[config.mk]
export PLATFORM = sky130hd
export DESIGN_NAME = wb_port_arbiter
export DESIGN_NICKNAME = d
export VERILOG_FILES = /design/src/rtl/npc_pkg.sv /design/src/rtl/rr_picker.sv /design/src/rtl/wb_port_arbiter.sv
export SDC_FILE = /design/constraint.sdc
export NUM_CORES = 1
export LEC_CHECK = 0
export BUFFER_PORTS_ARGS = -buffer_cell sky130_fd_sc_hd__clkbuf_2
export CAP_MARGIN = 20
export CORE_ASPECT_RATIO = 1.25
export CORE_MARGIN = 3
export CORE_UTILIZATION = 35
export CTS_BUF_LIST = sky130_fd_sc_hd__clkbuf_4
export DETAILED_ROUTE_END_ITERATION = 10
export HOLD_SLACK_MARGIN = 0.06
export PLACE_DENSITY = 0.71
export SYNTH_ARGS = -nofsm -noshare
export SYNTH_HDL_FRONTEND = slang
export SYNTH_SLANG_ARGS = --single-unit
[constraint.sdc]
create_clock -name clk -period 2.8 [get_ports clk]
set_clock_uncertainty 0.2 [all_clocks]
set_input_delay 0.28 -clock clk [delete_from_list [all_inputs] [get_ports clk]]
set_output_delay 0.28 -clock clk [all_outputs]
set_load 0.01 [all_outputs]
[src/rtl/npc_pkg.sv]
// Shared NPC core definitions used by the writeback arbiter.
// Holds default widths, the writeback request bundle and the x0 index.
package npc_pkg;

    localparam int XLEN_DEFAULT = 32;
    localparam int AW_DEFAULT   = 5;

    // Architectural zero register; writes to it retire without effect.
    localparam int X0 = 0;

    typedef struct packed {
        logic [AW_DEFAULT-1:0]   addr;
        logic [XLEN_DEFAULT-1:0] data;
    } wb_req_t;

endpackage

[src/rtl/rr_picker.sv]
// Combinational round-robin picker: first valid bit at or above ptr, wrapping.
// Ports: valid/ptr in; one-hot grant, encoded idx and any-grant flag out.
module rr_picker #(
    parameter int NREQ = 3,
    parameter int PW   = 2
) (
    input  logic [NREQ-1:0] valid,
    input  logic [PW-1:0]   ptr,
    output logic [NREQ-1:0] grant,
    output logic [PW-1:0]   idx,
    output logic            any
);

    int j;

    // Walk from the farthest slot back toward ptr so the last hit,
    // i.e. the one closest to ptr, is the one that sticks.
    always_comb begin
        grant = '0;
        idx   = '0;
        any   = 1'b0;
        j     = 0;
        for (int k = NREQ - 1; k >= 0; k--) begin
            j = (int'(ptr) + k) % NREQ;
            if (valid[j]) begin
                grant    = '0;
                grant[j] = 1'b1;
                idx      = PW'(j);
                any      = 1'b1;
            end
        end
    end

endmodule

[src/rtl/wb_port_arbiter.sv]
// Round-robin arbiter sharing the register-file write port among writeback
// sources; one grant per cycle, registered write presented the next cycle.
// Ports: clk, rst (async, active-high), req_valid/addr/data, req_ready,
// hold, rf_wen/rf_waddr/rf_wdata, busy.
// Optional WB_ARB_BYPASS_EN adds rs1_addr/rs2_addr, rs1_hit/rs2_hit, byp_data
// for forwarding the write retiring this cycle to decode.
module wb_port_arbiter
    import npc_pkg::*;
#(
    parameter int NREQ = 3,
    parameter int XLEN = XLEN_DEFAULT,
    parameter int AW   = AW_DEFAULT
) (
    input  logic                 clk,
    input  logic                 rst,
    input  logic [NREQ-1:0]      req_valid,
    input  logic [NREQ*AW-1:0]   req_addr,
    input  logic [NREQ*XLEN-1:0] req_data,
    output logic [NREQ-1:0]      req_ready,
    input  logic                 hold,
    output logic                 rf_wen,
    output logic [AW-1:0]        rf_waddr,
    output logic [XLEN-1:0]      rf_wdata,
`ifdef WB_ARB_BYPASS_EN
    input  logic [AW-1:0]        rs1_addr,
    input  logic [AW-1:0]        rs2_addr,
    output logic                 rs1_hit,
    output logic                 rs2_hit,
    output logic [XLEN-1:0]      byp_data,
`endif
    output logic                 busy
);

    localparam int PW = (NREQ > 1) ? $clog2(NREQ) : 1;

    logic [PW-1:0]   ptr;
    logic [PW-1:0]   ptr_nxt;
    logic [NREQ-1:0] cand;
    logic [NREQ-1:0] grant;
    logic [PW-1:0]   win;
    logic            gnt;
    logic [AW-1:0]   win_addr;
    logic [XLEN-1:0] win_data;

    // No grant while stalled, and none while reset is asserted so that
    // nothing handshakes into a register being held clear.
    assign cand = (hold || rst) ? '0 : req_valid;

    rr_picker #(
        .NREQ (NREQ),
        .PW   (PW)
    ) u_pick (
        .valid (cand),
        .ptr   (ptr),
        .grant (grant),
        .idx   (win),
        .any   (gnt)
    );

    assign req_ready = grant;
    assign busy      = (|req_valid) & ~(|grant);

    assign win_addr = req_addr[int'(win)*AW +: AW];
    assign win_data = req_data[int'(win)*XLEN +: XLEN];

    assign ptr_nxt = (win == PW'(NREQ - 1)) ? '0 : win + 1'b1;

    always_ff @(posedge clk or posedge rst) begin
        if (rst) begin
            ptr      <= '0;
            rf_wen   <= 1'b0;
            rf_waddr <= '0;
            rf_wdata <= '0;
        end else if (gnt) begin
            ptr      <= ptr_nxt;
            rf_wen   <= (win_addr != AW'(X0));
            rf_waddr <= win_addr;
            rf_wdata <= win_data;
        end else begin
            rf_wen   <= 1'b0;
        end
    end

`ifdef WB_ARB_BYPASS_EN
    assign rs1_hit  = rf_wen && (rf_waddr == rs1_addr);
    assign rs2_hit  = rf_wen && (rf_waddr == rs2_addr);
    assign byp_data = rf_wdata;
`else
    // No forwarding path in this build.
`endif

endmodule

==> run_results.csv <==
group,metric,value,unit
yosys,synthesis.nets,421,
route,route.detailed.drc,0,
floorplanning,start_util,36.5,%
timing,slew_viol_final,0,
route,drt-total-wl,11900,um
floorplanning,fp.dieH,105,um
route,drt-vias-per-instance,5.65,
critical_path,critical_path_arrival,2.22,ns
yosys,yosysSeqAreaShare,36.6,%
yosys,ys_warn_count,0,
route,ant_nets,0,
yosys,syn-cell-area,2730,um2
power,vdd_drop_max,0.449,mV
placement,place_area,3690,um2
yosys,synth-edff-count,0,
power,p_total,3.49,mW
timing,period_share,96.3,%
clock_tree,cts-root-buf,"clkbuf_4",
yosys,yosys_most_used_dff,"dfrtp_1",
placement,hpwl,6680,um
cells_and_area,nFillCells,588,
yosys,postSynthAreaPerCell,9.11,um2
timing,period_minus_slack,2.70,ns
clock_tree,cts.reportedPaths.clkPinSlew,0.13,ns
critical_path,path_class,"reg -> out",
timing,worstMarginPinSlew,0.722,ns
route,drtIter0Drc,182,
clock_tree,cts-htree-levels,2,
critical_path,cp-end-kind,"primary output",
grt,track_usage,25.7,%
clock_tree,clk_latency,0.33,ns
flow_run,cap_violations,0,
clock_tree,clk_path_buf_depth,2,
cells_and_area,finalNetCount,669,
power,leakage,2.18,nW
route,dr.pass1.iters,5,
cells_and_area,finalInstanceArea,4780,um2
floorplanning,core,7490,um2
clock_tree,cts_inserted_buffers,5,
yosys,async_flop_share,100,%
cells_and_area,seqCellArea,1000,um2
route,num_vias,3627,
grt,grt_max_degree,41,
floorplanning,die_w,85.0,um
clock_tree,cts_tree,"done",
critical_path,worstPathMaxFanout,6,
cells_and_area,drive_gt1_share,42.6,%
grt,grt_pass1_vias,3847,
yosys,yosysUniqueCellTypes,48,
grt,grt_pass1_wl,18500,um
worst_hold_path,hold_path_class,"in -> reg",
timing,final-hold-violation-count,0,
floorplanning,ioPinCount,159,
route,wl_per_cell,18.5,um
timing,setup-violations-final,0,
timing,worst_slack,0.104,ns
cells_and_area,syn_to_final_growth,74.9,%
floorplanning,die_area,8910,um2
cells_and_area,multi_input_area,1650,um2
power,powerDensity,730,nW/um2
grt,gr-total-overflow,0,
timing,rsz0062_at_grt,"yes",
yosys,postSynthCellCount,300,
status,status,"finished, final reports clean",
critical_path,cp-start-kind,"flip-flop",
grt,antenna_found_initial,0,
critical_path,crit_required,2.32,ns
clock_tree,clock-sinks,40,
timing,relSlewSlack,51.9,%
placement,portBuffers,158,
timing,fmax,371,MHz
placement,dp_slack,0.0126,ns
yosys,ys_ff_latch,40,
floorplanning,rows,35,
placement,gp_congestion,0.829,
[final cells by class]
cell class              instances  share of cell area [%]
diodes                          1                  0.0524
clock buffers                   6                   0.942
clock inverters                 2                   0.236
inverters                       3                   0.236
multi-input cells             228                    34.6
flip-flops and latches         40                    21.0
well taps                      92                    2.41
repair buffers                270                    40.5
[routing by layer]
layer  vias to the layer above  wire length [um]  global-route usage [%]
met2                       248              5950                    44.8
met3                        63               900                    5.52
li1                       1630                 -                       -
met4                         0               595                    14.5
met1                      1686              4450                    28.5
met5                         -                 0                       0
[worst max-delay path, stage by stage, from the launching register on]
cell and delay, ns:
dfrtp_2 0.46, inv_2 0.10, ha_4 0.23, buf_6 0.14, mux2i_1 0.15, a21boi_1 0.16
o21bai_1 0.12, a2111oi_2 0.35, buf_2 0.18
[worst paths after layout]
path / endpoint / startpoint / slack, ns / cells past startpoint
max: busy / ptr[0] / 0.10 / 8
min: rf_wdata[30] / req_data[94] / 0.07 / 3
max reg2reg: rf_waddr[4] / ptr[0] / 0.14 / 8
min reg2reg: rf_wdata[23] / rf_wdata[23] / 0.34 / 2
max in group asynchronous: rf_waddr[2] / rst / 1.41 / 5
min in group asynchronous: rf_wdata[28] / rst / 0.33 / 3
[registers in the layout, summed over array words and instances (netlist names)]
register  flops
rf_wen        1
rf_wdata     32
rf_waddr      5
ptr           2
[layout by cell type, fill, tap and decap left out, drive strengths merged, types with 4 or more instances in the layout]
| cell type | synthesis | final |
|---|---|---|
| a221oi | 15 | 15 |
| nor3b | 16 | 16 |
| dfrtp | 40 | 40 |
| nand2 | 26 | 26 |
| nand4 | 5 | 5 |
| o21ai | 20 | 20 |
| nor4 | 4 | 4 |
| a22oi | 7 | 7 |
| a21oi | 18 | 18 |
| nand3 | 25 | 25 |
| mux2i | 4 | 4 |
| clkbuf | 3 | 163 |
| ha | 4 | 4 |
| nor2 | 36 | 36 |
| buf | 27 | 26 |
| a311oi | 16 | 16 |
| dlygate4sd3 | 0 | 87 |
[what timing repair did]
item / CTS / global route
gates cloned: 0 / 1
hold endpoints to repair: 50 / 0
gates resized for setup: 16 / 7
setup buffers: 6 / 4
endpoints found under the setup margin: 2 / 28
pin swaps: 5 / 8
hold buffers: 87 / 0
[kinds of logic (layout without fill, tap and decap cells)]
kind of cell	after synthesis	after routing	synth area share, %
AND/OR/NAND/NOR	125	125	23.2
AO/OA/AOI/OAI	93	94	29.8
flip-flops	40	40	36.6
buffers and inverters	33	281	6.78
adder cells (fa/ha/maj)	5	5	2.20
multiplexers	4	4	1.47
other	0	1	0
[Yosys cell counts (all sizes together) (4+ instances only)]
master / n / area share [%]
a21oi: 18 / 3.3
a221oi: 15 / 8.2
a22oi: 7 / 1.9
a311oi: 16 / 7.2
buf: 27 / 6.0
dfrtp: 40 / 37
ha: 4 / 1.8
mux2i: 4 / 1.5
nand2: 26 / 3.6
nand3: 25 / 4.6
nand4: 5 / 1.1
nor2: 36 / 5.0
nor3b: 16 / 4.4
nor4: 4 / 1.1
o21ai: 20 / 3.7
[per-stage QoR]
step | util (%) | hold WS, ns | TNS, ns | cells
final | 63.8 | 0.0672 | 0 | 642
after floorplan | - | 0.196 | 0 | 300
after global routing | 63.8 | 0.0749 | -0.0261 | 641
after detailed placement | 49.3 | 0.138 | 0 | 535
after global placement | 48.9 | 0.287 | 0 | 534
after CTS | 63.0 | 0.0611 | 0 | 636
[power breakdown]
group	internal [mW]	total [mW]	leakage (nW)	switching, mW
sequential	0.858	1.03	0.445	0.176
clock	0.106	0.297	0.0293	0.191
combinational	1.01	2.16	1.70	1.15
total	1.97	3.49	2.18	1.52
No activity file was read; power rests on OpenSTA's default activity.
